`src/rtl/horner_activation_engine.sv`:
```
// Sequential Horner evaluator: Result = Offset + sum(CoeffNN * x^NN), one MAC per clock.
// Define HORNER_SAT_EN for saturating arithmetic with a sticky Overflow flag; otherwise results wrap.
module horner_activation_engine #(
   parameter int Width    = 32,
   parameter int FracBits = 16
) (
   input  logic             CLK,
   input  logic             Reset,
   input  logic             Start,
   input  logic [Width-1:0] InDato,
   input  logic [Width-1:0] Coeff00,
   input  logic [Width-1:0] Coeff01,
   input  logic [Width-1:0] Coeff02,
   input  logic [Width-1:0] Coeff03,
   input  logic [Width-1:0] Coeff04,
   input  logic [Width-1:0] Coeff05,
   input  logic [Width-1:0] Coeff06,
   input  logic [Width-1:0] Coeff07,
   input  logic [Width-1:0] Coeff08,
   input  logic [Width-1:0] Coeff09,
   input  logic [Width-1:0] Coeff10,
   input  logic [Width-1:0] Coeff11,
   input  logic [Width-1:0] Coeff12,
   input  logic [Width-1:0] Coeff13,
   input  logic [Width-1:0] Coeff14,
   input  logic [Width-1:0] Coeff15,
   input  logic [Width-1:0] Coeff16,
   input  logic [Width-1:0] Coeff17,
   input  logic [Width-1:0] Coeff18,
   input  logic [Width-1:0] Coeff19,
   input  logic [Width-1:0] Offset,
   output logic [Width-1:0] Result,
   output logic             Done,
   output logic             Busy,
   output logic             ClearStart,
   output logic             Overflow
);

`ifdef HORNER_SAT_EN
   localparam bit SatEn = 1'b1;
`else
   localparam bit SatEn = 1'b0;
`endif

   localparam logic [Width-1:0] SAT_MAX = {1'b0, {(Width-1){1'b1}}};
   localparam logic [Width-1:0] SAT_MIN = {1'b1, {(Width-1){1'b0}}};

   typedef enum logic [2:0] {
      ST_IDLE,
      ST_LOAD,
      ST_ITER,
      ST_BIAS,
      ST_DONE,
      ST_WAITLOW
   } state_t;

   state_t state, next_state;

   logic signed [Width-1:0]   acc;
   logic signed [Width-1:0]   xreg;
   logic        [4:0]         idx;

   logic        [Width-1:0]   coeff [20];
   logic        [Width-1:0]   coeff_sel;
   logic signed [2*Width-1:0] shifted;
   logic        [Width:0]     mul_hi;
   logic        [Width-1:0]   mul_term;
   logic        [Width:0]     mac_wide;
   logic        [Width-1:0]   mac_next;
   logic        [Width:0]     bias_wide;
   logic        [Width-1:0]   bias_next;
   logic                      mul_clamp;
   logic                      mac_clamp;
   logic                      bias_clamp;

   assign coeff[0]  = Coeff00;
   assign coeff[1]  = Coeff01;
   assign coeff[2]  = Coeff02;
   assign coeff[3]  = Coeff03;
   assign coeff[4]  = Coeff04;
   assign coeff[5]  = Coeff05;
   assign coeff[6]  = Coeff06;
   assign coeff[7]  = Coeff07;
   assign coeff[8]  = Coeff08;
   assign coeff[9]  = Coeff09;
   assign coeff[10] = Coeff10;
   assign coeff[11] = Coeff11;
   assign coeff[12] = Coeff12;
   assign coeff[13] = Coeff13;
   assign coeff[14] = Coeff14;
   assign coeff[15] = Coeff15;
   assign coeff[16] = Coeff16;
   assign coeff[17] = Coeff17;
   assign coeff[18] = Coeff18;
   assign coeff[19] = Coeff19;

   // Full-width signed product (operands sign-extended by hand), then floor-shift by FracBits.
   always_comb begin
      coeff_sel = coeff[idx];
      shifted   = $signed({{Width{acc[Width-1]}}, acc} * {{Width{xreg[Width-1]}}, xreg}) >>> FracBits;

      // Product fits in Width bits only if its top Width+1 bits are all equal.
      mul_hi    = shifted[2*Width-1:Width-1];
      mul_clamp = !((&mul_hi) || !(|mul_hi));
      mul_term  = (SatEn && mul_clamp) ? (shifted[2*Width-1] ? SAT_MIN : SAT_MAX)
                                       : shifted[Width-1:0];

      mac_wide  = {mul_term[Width-1], mul_term} + {coeff_sel[Width-1], coeff_sel};
      mac_clamp = mac_wide[Width] ^ mac_wide[Width-1];
      mac_next  = (SatEn && mac_clamp) ? (mac_wide[Width] ? SAT_MIN : SAT_MAX)
                                       : mac_wide[Width-1:0];

      bias_wide  = {acc[Width-1], acc} + {Offset[Width-1], Offset};
      bias_clamp = bias_wide[Width] ^ bias_wide[Width-1];
      bias_next  = (SatEn && bias_clamp) ? (bias_wide[Width] ? SAT_MIN : SAT_MAX)
                                         : bias_wide[Width-1:0];
   end

   // NOTE: sequential state uses non-blocking (<=) so every register samples pre-edge values.
   always_ff @(posedge CLK or posedge Reset) begin
      if (Reset) state <= ST_IDLE;
      else       state <= next_state;
   end

   // NOTE: every signal gets a default first so no path through the case infers a latch.
   always_comb begin
      next_state = state;
      Busy       = 1'b0;
      Done       = 1'b0;
      ClearStart = 1'b0;
      case (state)
         ST_IDLE:    if (Start) next_state = ST_LOAD;
         ST_LOAD: begin
            Busy       = 1'b1;
            next_state = ST_ITER;
         end
         ST_ITER: begin
            Busy = 1'b1;
            if (idx == 5'd0) next_state = ST_BIAS;
         end
         ST_BIAS: begin
            Busy       = 1'b1;
            next_state = ST_DONE;
         end
         ST_DONE: begin
            Busy       = 1'b1;
            Done       = 1'b1;
            ClearStart = 1'b1;
            next_state = ST_WAITLOW;
         end
         ST_WAITLOW: if (!Start) next_state = ST_IDLE;
         default:    next_state = ST_IDLE;
      endcase
   end

   always_ff @(posedge CLK or posedge Reset) begin
      if (Reset) begin
         acc      <= '0;
         xreg     <= '0;
         idx      <= '0;
         Result   <= '0;
         Overflow <= 1'b0;
      end else begin
         case (state)
            ST_LOAD: begin
               xreg     <= InDato;
               acc      <= Coeff19;
               idx      <= 5'd18;
               Overflow <= 1'b0;
            end
            ST_ITER: begin
               acc <= mac_next;
               if (idx != 5'd0) idx <= idx - 5'd1;
               if (SatEn && (mul_clamp || mac_clamp)) Overflow <= 1'b1;
            end
            ST_BIAS: begin
               Result <= bias_next;
               if (SatEn && bias_clamp) Overflow <= 1'b1;
            end
            default: ;
         endcase
      end
   end

endmodule

```
`config.mk`:
```
export PLATFORM = sky130hd
export DESIGN_NAME = horner_activation_engine
export DESIGN_NICKNAME = d
export VERILOG_FILES = /design/src/rtl/horner_activation_engine.sv
export SDC_FILE = /design/constraint.sdc
export NUM_CORES = 2
export LEC_CHECK = 0
export CAP_MARGIN = 20
export CORE_UTILIZATION = 50
export DETAILED_ROUTE_END_ITERATION = 8
export PLACE_DENSITY_LB_ADDON = 0.2
export SLEW_MARGIN = 20
export SYNTH_ARGS = -nofsm -noshare
export SYNTH_HDL_FRONTEND = slang
export SYNTH_SLANG_ARGS = --single-unit
```
`constraint.sdc`:
```
create_clock -name CLK -period 8.99 [get_ports CLK]
set_input_delay 1.3485 -clock CLK [delete_from_list [all_inputs] [get_ports CLK]]
set_output_delay 1.3485 -clock CLK [all_outputs]
set_load 0.02 [all_outputs]
```
# Yosys cells after proc, flatten, opt, wreduce, memory -nomap -nowiden

Cells that the tools add are included.

Add/subtract/negate cells: 3
Multipliers: 1
Magnitude comparators: 1
Eq/ne operators: 9
Mux-type cells: 12
Bitwise gates (word level): 1
Reductions and logical operators: 7

Operator list:

| operator                                                               | count |
|---|---|
| 32-bit binary-select mux with 5-bit select                             | 1 |
| 32-bit adder                                                           | 2 |
| 32-bit two-way mux                                                     | 2 |
| 32-bit one-hot mux with 2 select lines                                 | 1 |
| 32-bit by 32-bit multiplier with 48-bit output                         | 1 |
| 3-bit one-hot mux with 6 select lines                                  | 1 |
| 5-bit one-hot mux with 2 select lines                                  | 1 |
| 3-bit two-way mux                                                      | 3 |
| 2-bit != test (second input constant)                                  | 4 |
| 3-bit by 2-bit equality test with 1-bit output (second input constant) | 2 |
| 3-bit equality test (second input constant)                            | 2 |
| 6-bit >= comparator (second input constant)                            | 1 |
| 5-bit NOT with 6-bit output                                            | 1 |
| 5-bit zero test                                                        | 1 |
| 5-bit two-way mux                                                      | 1 |
| 5-bit nonzero test                                                     | 1 |
| 5-bit by 1-bit subtractor with 5-bit output (second input constant)    | 1 |
| 4-bit OR reduction                                                     | 1 |
| 3-bit by 1-bit equality test with 1-bit output (second input constant) | 1 |
| 3-bit zero test                                                        | 1 |
| 3-bit AND reduction                                                    | 1 |
| 1-bit two-way mux                                                      | 2 |
| 2-bit AND reduction                                                    | 1 |
| 2-bit nonzero test                                                     | 1 |

Bits in registers: 104
Input port bits: 707
Output and inout bits: 36
Logic and storage cells: 39

# Logic depth before layout (Yosys ltp)

Depth in word-level cells: 6
Depth in mapped cells: 40
Depth with buffers taken out: 39

# Worst setup path after synthesis

Ideal clock, no wire load.

Kind: reg2reg
Start: reg acc[16]
End: reg acc[31]
Library setup time: 0.077 ns
Arrival time: 9.238 ns
Data required time: 8.913 ns
Path slack: -0.324 ns
Cell stages (with the launch flop): 36
Path buffers: 1
Cell sequence: dfrtp_1 clkbuf_1 and2_1 fa_1 fa_1 fa_1 inv_1 fa_1 inv_1 fa_1 fa_1 fa_1 fa_1 ha_1 a21o_1 a21o_1 a21o_1 a31o_1 o21a_1 o21a_1 o21a_1 o21a_1 nor3_1 nor2_1 ha_1 o21a_1 o21a_1 o31ai_2 nor3_1 a21oi_2 o21ai_2 or4_4 and3_4 a2111oi_4 xnor3_1 o21ai_1

Longest elaborated chain between the ends: 3

Ends and longest elaborated chain:

| element                                        | line | text |
|---|---|---|
| from (decl)                                    | 59   | `logic signed [Width-1:0] acc;` |
| from (signal assigned)                         | 167  | `acc <= Coeff19;` |
| from (signal assigned)                         | 172  | `acc <= mac_next;` |
| 32-bit by 32-bit multiplier with 48-bit output | 100  | `shifted = $signed({{Width{acc[Width-1]}}, acc} * {{Width{xreg[Width-1]}}, xreg}) >>> FracBits;` |
| 32-bit adder                                   | 108  | `mac_wide = {mul_term[Width-1], mul_term} + {coeff_sel[Width-1], coeff_sel};` |
| 32-bit one-hot mux with 2 select lines         | 164  | `case (state)` |

No other way between the ends.
A chain may end at the register's enable or synchronous reset.

# Worst setup path after layout

Start: reg xreg[5]
End: reg acc[31]

Longest elaborated chain between the ends: 3

Ends and longest elaborated chain:

| element                                        | line | text |
|---|---|---|
| from (decl)                                    | 60   | `logic signed [Width-1:0] xreg;` |
| from (signal assigned)                         | 166  | `xreg <= InDato;` |
| 32-bit by 32-bit multiplier with 48-bit output | 100  |  |
| 32-bit adder                                   | 108  |  |
| 32-bit one-hot mux with 2 select lines         | 164  |  |

No other way between the ends.

==> results.py <==
metrics = {
    "run_status": {
        "run_status": "complete, but fails checks",
        "violations": "setup timing",
    },
    "detailed_routing": {
        "drt_wl_total_mm": 166,
        "viasPerCell": 5.68,
        "drtPass1Iterations": 6,
        "wl_met1_mm": 56.0,
        "routed-wl-met3_mm": 12.6,
        "vias": 35100,
        "dr_wl_met2_mm": 79.3,
        "maxUsedRoutingLayer": "met5",
        "route.detailed.drc": 0,
        "routedWlPerCell_um": 26.8,
        "drt_iter0_markers": 2711,
        "ant_nets": 0,
    },
    "critical_path": {
        "path_buf_inv": 4,
        "critPathMaxStageDelay_ns": 0.57,
        "path_class": "reg -> reg",
        "cp-end-kind": "flip-flop",
        "worstPathRequired_ns": 9.31,
        "crit_family": "adder cells",
        "crit_path_top_delay_cell": "fa_2",
        "arrival_ns": 9.75,
        "crit_fanout": 6,
        "worst_setup_path_start_kind": "flip-flop",
    },
    "timing": {
        "fmax_mhz": 106,
        "min_period_ns": 9.42,
        "maxSlewViolCount": 0,
        "worstMarginPinSlew_ns": 0.943,
        "hold_viol_final": 0,
        "period_share": 1.05,
        "fin_worst_skew_ns": 0.0176,
        "rsz0062_at_grt": "yes",
        "fin_setup_tns_ns": -1.62,
        "worst_slack_ns": -0.433,
        "relSlewSlack": 0.371,
        "finalSetupViolations": 6,
    },
    "floorplanning": {
        "die-area_um2": 81800,
        "fp.dieW_um": 286,
        "core_area_um2": 79400,
        "chipHeight_um": 286,
        "start_util": 0.508,
        "rows": 103,
        "io_pins": 743,
    },
    "cells_and_area": {
        "nFillCells": 6625,
        "fin_nets": 6872,
        "layout-drive-gt1-share": 0.144,
        "register_area_um2": 2640,
        "multi_input_area_um2": 34100,
        "areaGrowthSynthToFinish_pct": 29.3,
    },
    "clock_tree": {
        "clk_path_buf_depth": 2,
        "root_buffer": "clkbuf_16",
        "cts-buffers-inserted": 9,
        "cts_hold_buf": 0,
        "path_clk_slew_ns": 0.09,
        "worst_skew_pair.late_latency_ns": 0.41,
        "h-tree-depth": 3,
        "cts.sinks": 104,
        "cts_tree": "done",
    },
    "grt": {
        "grt_pass1_vias": 37200,
        "grt_pass1_wl_mm": 243,
        "grt_antenna_before_repair": 38,
        "overflow": 0,
        "grt_max_degree": 83,
        "grt.total_usage": 0.416,
    },
    "synth": {
        "synth_flop_cell": "dfrtp_1",
        "synth.avg_cell_area_um2": 9.61,
        "synth_edf_count": 0,
        "seq_area_frac_synth": 0.0645,
        "netlist_instances": 4198,
        "synth_cell_types": 77,
        "async_flop_share": 1.00,
        "syn-cell-area_um2": 40300,
        "syn_nets": 5976,
        "synth_most_common_cell": "fa_1",
        "synth-seq-cells": 104,
        "synth.area.top_cells": "fa_1 42%, mux4_2 11%, and2_1 7.8%",
        "yosysTopAreaCellShare": 0.417,
        "yosysWarningCount": 0,
        "synth_top_area_cell": "fa_1",
        "synth_common_cells": "840 x fa_1, 804 x inv_1, 629 x nand2_1, 504 x and2_1, 231 x ha_1",
    },
    "placement": {
        "dp_hpwl_mm": 145,
        "place_congestion": 1.00,
        "portBuffers": 741,
    },
    "flow_run": {
        "maxCapViolCount": 0,
    },
    "min_path": {
        "hold_class": "reg -> reg",
    },
}
[worst register-to-register path, delay by kind of cell, from the launching register on]
kind                     cells  cell delay, ns
adder cells (fa/ha/maj)     10            4.38
AO/OA/AOI/OAI               13            2.54
AND/OR/NAND/NOR              8            1.23
flip-flops                   1            0.50
buffers and inverters        4            0.43
XOR/XNOR                     1            0.27
[state kept, by name (all words and copies together), names as in the netlist]
register / count
acc: 32
state: 3
xreg: 32
Result: 32
idx: 5
[stage by stage]
stage          instance area [µm²]  cells  setup WS [ns]  hold slack, ns   util
2_1_floorplan                40400   4198        -0.0202           0.513      -
3_3_place_gp                 51100   6110         -0.491           0.462  0.644
3_5_place_dp                 51100   6110         -0.651           0.477  0.644
4_1_cts                      51700   6134         -0.400           0.497  0.651
5_1_grt                      52100   6162         -0.677           0.529  0.656
6_report                     52100   6174         -0.433           0.496  0.657
[path summary, 6_finish.rpt]
check,start,end,slack [ns],cells past startpoint
max,xreg[5]$_DFFE_PP0P_,acc[31]$_DFFE_PP0P_,-0.43,36
min,Result[1]$_DFFE_PP0N_,Result[1]$_DFFE_PP0N_,0.50,2
max reg2reg,xreg[5]$_DFFE_PP0P_,acc[31]$_DFFE_PP0P_,-0.43,36
min reg2reg,Result[1]$_DFFE_PP0N_,Result[1]$_DFFE_PP0N_,0.50,2
max in group asynchronous,Reset,acc[11]$_DFFE_PP0P_,6.03,3
min in group asynchronous,Reset,Result[24]$_DFFE_PP0N_,1.49,2
[layer usage]
layer,GRT usage,up-vias
met1,0.470,18100
met3,0.0902,538
met4,0.364,12
li1,-,14700
met2,0.669,1713
met5,0,-
[cells in the final DEF (no fill, tap or decap), types with 6 or more instances in the layout]
cell and instances:
and2_4 11, a21o_1 44, a31oi_1 7, inv_2 7, fa_1 826, nor2b_1 17, mux4_2 192, dfrtp_1 76
ha_1 223, diode_2 25, dfrtp_2 26, o21bai_1 10, buf_6 16, a21oi_2 12, xor2_1 39, and2_1 492
a22oi_1 31, o21a_1 18, and3_1 7, ha_4 6, inv_1 797, o21ai_0 52, buf_4 369, buf_12 14
fa_2 14, o21ai_1 35, nor2_1 59, xnor2_1 78, a21oi_1 47, nor3_1 17, nand2b_1 16, clkdlybuf4s50_1 741
clkbuf_16 9, o21ai_2 6, nand2_1 625, nand3_1 51
[layout make-up]
cell class | count | share of cell area
antenna | 25 | 0.00120
clock buffer | 9 | 0.00432
clock inverter | 7 | 0.00185
inverter | 806 | 0.0581
multi-input combinational | 3033 | 0.654
sequential | 104 | 0.0507
tap | 1050 | 0.0252
timing repair buffer | 1140 | 0.204
[logic make-up (layout without fill, tap and decap cells)]
| group | count (synthesis) | in the layout | share of synthesized area |
|---|---|---|---|
| compound gates | 314 | 314 | 0.0510 |
| xor+xnor | 120 | 120 | 0.0264 |
| fa+ha+maj | 1071 | 1071 | 0.489 |
| buf+inv | 1061 | 1962 | 0.0990 |
| flops | 104 | 104 | 0.0645 |
| mux | 194 | 194 | 0.108 |
| other cells | 1 | 26 | 0.0000930 |
| simple gates | 1333 | 1333 | 0.162 |
[what timing repair did]
action	in CTS	in global routing
buffers inserted	8	15
endpoints found under the hold margin	0	0
gates resized for setup	50	81
pin swaps	17	63
endpoints found under the setup margin	11	15
cloned	0	0
Power is not shown: default switching activity piles up to over one toggle a cycle in this logic, so the estimate is an artifact.
